File: src/rtl/aes_round_ctrl.sv
// Sequencing controller for one AES encryption core: steps the round datapath
// and gates the key-expansion reset so round keys line up with rounds 0..Nr.
module aes_round_ctrl #(
  parameter int K     = 128,
  parameter int CNT_W = 16
) (
  input  logic             clk,
  input  logic             reset,
  input  logic             in_valid,
  output logic             in_ready,
  output logic             dp_load,
  output logic             kx_reset,
  output logic             rnd_en,
  output logic             rnd_first,
  output logic             rnd_last,
  output logic [3:0]       round,
  output logic             out_valid,
  input  logic             out_ready,
  output logic             busy,
  output logic [CNT_W-1:0] blk_count
);

  localparam logic [3:0] NR = (K == 256) ? 4'd14 : (K == 192) ? 4'd12 : 4'd10;

  generate
    if (K != 128 && K != 192 && K != 256) begin : g_bad_k
      $error("aes_round_ctrl: K must be 128, 192 or 256");
    end
  endgenerate

  localparam logic [1:0] S_IDLE  = 2'd0;
  localparam logic [1:0] S_ROUND = 2'd1;
  localparam logic [1:0] S_HOLD  = 2'd2;

  logic [1:0] state;

  // Accepting in HOLD only when the finished block leaves the same cycle gives
  // back-to-back blocks with no idle bubble.
  always_comb begin
    in_ready = (state == S_IDLE) || ((state == S_HOLD) && out_ready);
    dp_load  = in_valid && in_ready;
  end

  always_ff @(posedge clk) begin
    if (reset) begin
      state <= S_IDLE;
      round <= 4'd0;
    end else begin
      case (state)
        S_IDLE: begin
          round <= 4'd0;
          if (dp_load) state <= S_ROUND;
        end
        S_ROUND: begin
          if (round == NR) begin
            state <= S_HOLD;
            round <= 4'd0;
          end else begin
            round <= round + 4'd1;
          end
        end
        S_HOLD: begin
          round <= 4'd0;
          if (out_ready) state <= in_valid ? S_ROUND : S_IDLE;
        end
        default: begin
          state <= S_IDLE;
          round <= 4'd0;
        end
      endcase
    end
  end

  // Completed-block counter saturates instead of wrapping.
  always_ff @(posedge clk) begin
    if (reset) begin
      blk_count <= '0;
    end else if ((state == S_HOLD) && out_ready && (blk_count != {CNT_W{1'b1}})) begin
      blk_count <= blk_count + CNT_W'(1);
    end
  end

  assign rnd_en    = (state == S_ROUND);
  assign rnd_first = rnd_en && (round == 4'd0);
  assign rnd_last  = rnd_en && (round == NR);
  assign kx_reset  = !rnd_en;
  assign out_valid = (state == S_HOLD);
  assign busy      = (state != S_IDLE);

endmodule

File: config.mk
export PLATFORM = sky130hd
export DESIGN_NAME = aes_round_ctrl
export DESIGN_NICKNAME = d
export VERILOG_FILES = /design/src/rtl/aes_round_ctrl.sv
export SDC_FILE = /design/constraint.sdc
export NUM_CORES = 1
export LEC_CHECK = 0
export CELL_PAD_IN_SITES_DETAIL_PLACEMENT = 1
export CELL_PAD_IN_SITES_GLOBAL_PLACEMENT = 2
export CORE_AREA = 2 2 74 62
export CTS_CLUSTER_SIZE = 20
export DETAILED_ROUTE_END_ITERATION = 12
export DIE_AREA = 0 0 76 64
export HOLD_SLACK_MARGIN = 0.15
export PLACE_DENSITY_LB_ADDON = 0.1
export SETUP_SLACK_MARGIN = 0.4
export SYNTH_ARGS = -nofsm -noshare
export SYNTH_HDL_FRONTEND = slang
export SYNTH_SLANG_ARGS = --single-unit
File: constraint.sdc
create_clock -name clk -period 3.2 [get_ports clk]
set_input_delay 0.64 -clock clk [delete_from_list [all_inputs] [get_ports clk]]
set_output_delay 0.64 -clock clk [all_outputs]
set_load 0.01 [all_outputs]
==> run_results.csv <==
group,metric,value,unit
place,place_area,0.00155,mm²
pwr,cellPowerDensity,356,mW/mm²
cells_and_area,final_nets,179,
clocking,htreeDepth,1,
setup_path,slowest_delay,530,ps
clocking,root_buffer,"clkbuf_8",
floorplan,die-height,64,µm
route,drtIter0Drc,50,
clocking,clk_latency,270,ps
yosys,synthArstFlopShare,0,%
route,routed_via_density,5.13,
setup_path,path_delay_family,"buffers and inverters",
yosys,synth_area_per_cell,8.75,µm²
clocking,cts_inserted_buffers,3,
cells_and_area,drive_gt1_share,9.41,%
floorplan,die_area,0.00486,mm²
yosys,ys_seq_elements,22,
sta,fin_setup_tns,0,ps
cells_and_area,postLayoutCoreUtil,40.2,%
floorplan,pin_count,32,
setup_path,critPathLaunchType,"primary input",
yosys,netlist_area,0.00120,mm²
clocking,cts.sinks,22,
sta,drv_slew,0,
global_route,grt_max_degree,14,
route,ant_nets,0,
yosys,syn_inst,137,
clocking,cts-root-to-sink-buffers,2,
cells_and_area,postLayoutCellArea,0.00164,mm²
yosys,synth_warnings,0,
sta,skew,7.05,ps
yosys,synth_nets,145,
setup_path,endpoint_kind,"output pin",
sta,rsz0062_at_grt,"false",
pwr,irDropWorstVdd,0.204,mV
route,wl_per_cell,13.9,µm
route,route.detailed.drc,0,
setup_path,crit_buf_inv,2,
setup_path,slowest_stage,"clkdlybuf4s50_1",
cells_and_area,nFillCells,490,
route,drt_wl_total,3.16,mm
floorplan,core_area,0.00407,mm²
clocking,path_clk_slew,90,ps
setup_path,critPathMaxFanout,4,
yosys,yosysSeqAreaShare,36.7,%
sta,min_period_over_period,84.4,%
setup_path,cp_common_cell,"clkdlybuf4s50_1",
floorplan,fp-row-count,21,
yosys,synth.distinct_cells,40,
sta,final_hold_viol_count,0,
setup_path,path_class,"primary input to output pin",
global_route,grt_pass1_wl,5.28,mm
cells_and_area,diodes,0,
sta,worst_slew_pin_slew,518,ps
pwr,leakagePower,0.537,nW
place,port_buffers,31,
global_route,first_global_vias,1089,
sta,setup_viol,0,
global_route,track_usage,13.4,%
setup_path,cp_data_required_time,2560,ps
worst_hold_path,hp-class,"register to register",
yosys,synth-edff-count,0,
sta,relSlewSlack,65.4,%
job,max-cap-violations,0,
place,dp_hpwl,2.35,mm
clocking,ctsHoldBuffers,0,
sta,finalWorstSetupSlack,499,ps
sta,fmax,0.370,GHz
route,route.vias.total,1165,
floorplan,die_w,76,µm
status,status,"completed",
global_route,grt_overflow,0,
clocking,cts_tree,"yes",
place,gp_congestion,0.710,
global_route,grt_antenna_before_repair,0,
setup_path,cp.arrival,2060,ps
yosys,synth_ff_type,"dfxtp_1",
sta,post-route-min-period,2700,ps
setup_path,path_cells,"clkdlybuf4s50_1 > nand3b_1 > nand2_1 > and2_1 > clkdlybuf4s50_1",
cells_and_area,area_delta_synth_final,36.7,%
floorplan,start_util,29.4,%
place,post-place-ws,492,ps
route,dr.pass1.iters,6,
[Yosys cell counts, types with 3 or more instances]
cell / n / area share [%]
dfxtp_1: 22 / 37
a21oi_1: 14 / 5.8
nor2_1: 9 / 2.8
nand2_1: 8 / 2.5
nand3_1: 6 / 2.5
or4_1: 6 / 3.8
inv_1: 5 / 1.6
nand4_1: 5 / 2.6
o21ai_0: 5 / 2.1
o31ai_1: 5 / 3.1
or3_1: 5 / 2.6
ha_1: 4 / 4.2
and4_1: 3 / 2.2
nor2b_1: 3 / 1.6
nor3_1: 3 / 1.3
[cell type report]
cell class | instances | area (µm²) | area share, %
multi-input cells | 105 | 704 | 43.0
repair buffers | 34 | 333 | 20.3
well taps | 57 | 71.3 | 4.35
clock inverters | 1 | 30.0 | 1.83
clock buffers | 3 | 41.3 | 2.52
inverters | 5 | 18.8 | 1.15
flip-flops and latches | 22 | 440 | 26.9
[layout by cell type, fill, tap and decap left out, types with 3 or more instances in the layout]
cell             instances
clkdlybuf4s50_1         31
nand4_1                  5
nor2_1                   9
clkbuf_8                 3
dfxtp_1                 22
nor2b_1                  3
buf_4                    3
o21ai_0                  5
nor3_1                   3
a21oi_1                 14
and4_1                   3
nand3_1                  6
inv_1                    5
o31ai_1                  5
nand2_1                  8
or3_1                    5
ha_1                     4
or4_1                    6
[timing repair]
item / in CTS / in global routing
setup buffers: 0 / 2
gates resized for setup: 0 / 0
setup endpoints to repair: 0 / 1
[flip-flops by register name, indices dropped and copies added, names as in the netlist]
signal / cells
blk_count: 16
round: 4
state: 2
[layer usage]
layer  wire, µm  vias to the layer above  global-route usage, %
li1           -                      579                      -
met1       1490                      552                   17.1
met2       1470                       30                   22.7
met3        168                        4                   3.39
met4         29                        0                   3.41
met5          0                        -                      0
[final timing paths]
path,cells after the start,from,end,slack [ps]
min reg2reg,1,round[0]$_SDFF_PP0_,round[0]$_SDFF_PP0_,500
max,5,out_ready,dp_load,500
min,1,round[0]$_SDFF_PP0_,round[0]$_SDFF_PP0_,500
max reg2reg,5,blk_count[0]$_SDFFE_PP0P_,blk_count[10]$_SDFFE_PP0P_,1300
[kinds of logic (layout without fill, tap and decap cells)]
group / count (synthesis) / in the layout / synth area share [%]
AO/OA/AOI/OAI: 29 / 29 / 14.7
XOR/XNOR: 2 / 2 / 1.46
adder cells (fa/ha/maj): 4 / 4 / 4.18
buffers and inverters: 10 / 43 / 4.49
flip-flops: 22 / 22 / 36.7
multiplexers: 3 / 3 / 2.61
AND/OR/NAND/NOR: 67 / 67 / 35.8
[through the flow]
stage	hold WS [ps]	cells	power, mW
final	499	227	0.583
after global routing	524	227	0.607
after CTS	509	225	0.595
after detailed placement	486	221	0.321
after global placement	464	221	0.320
after floorplan	480	137	0.300
[worst reg2reg max path: cells and delay by family (launching register included)]
kind / cells / cell delay [ps]
DFF: 1 / 420
AOI/OAI and AO/OA: 2 / 390
and+or+nand+nor: 2 / 710
adders and majority gates: 1 / 310
[report_power, final]
part / switching (mW) / internal (mW) / total, mW
clock network: 0.102 / 0.167 / 0.269
registers: 0.00274 / 0.275 / 0.278
logic: 0.0157 / 0.0197 / 0.0354
total: 0.120 / 0.462 / 0.583
(Power assumes the default switching activity.)
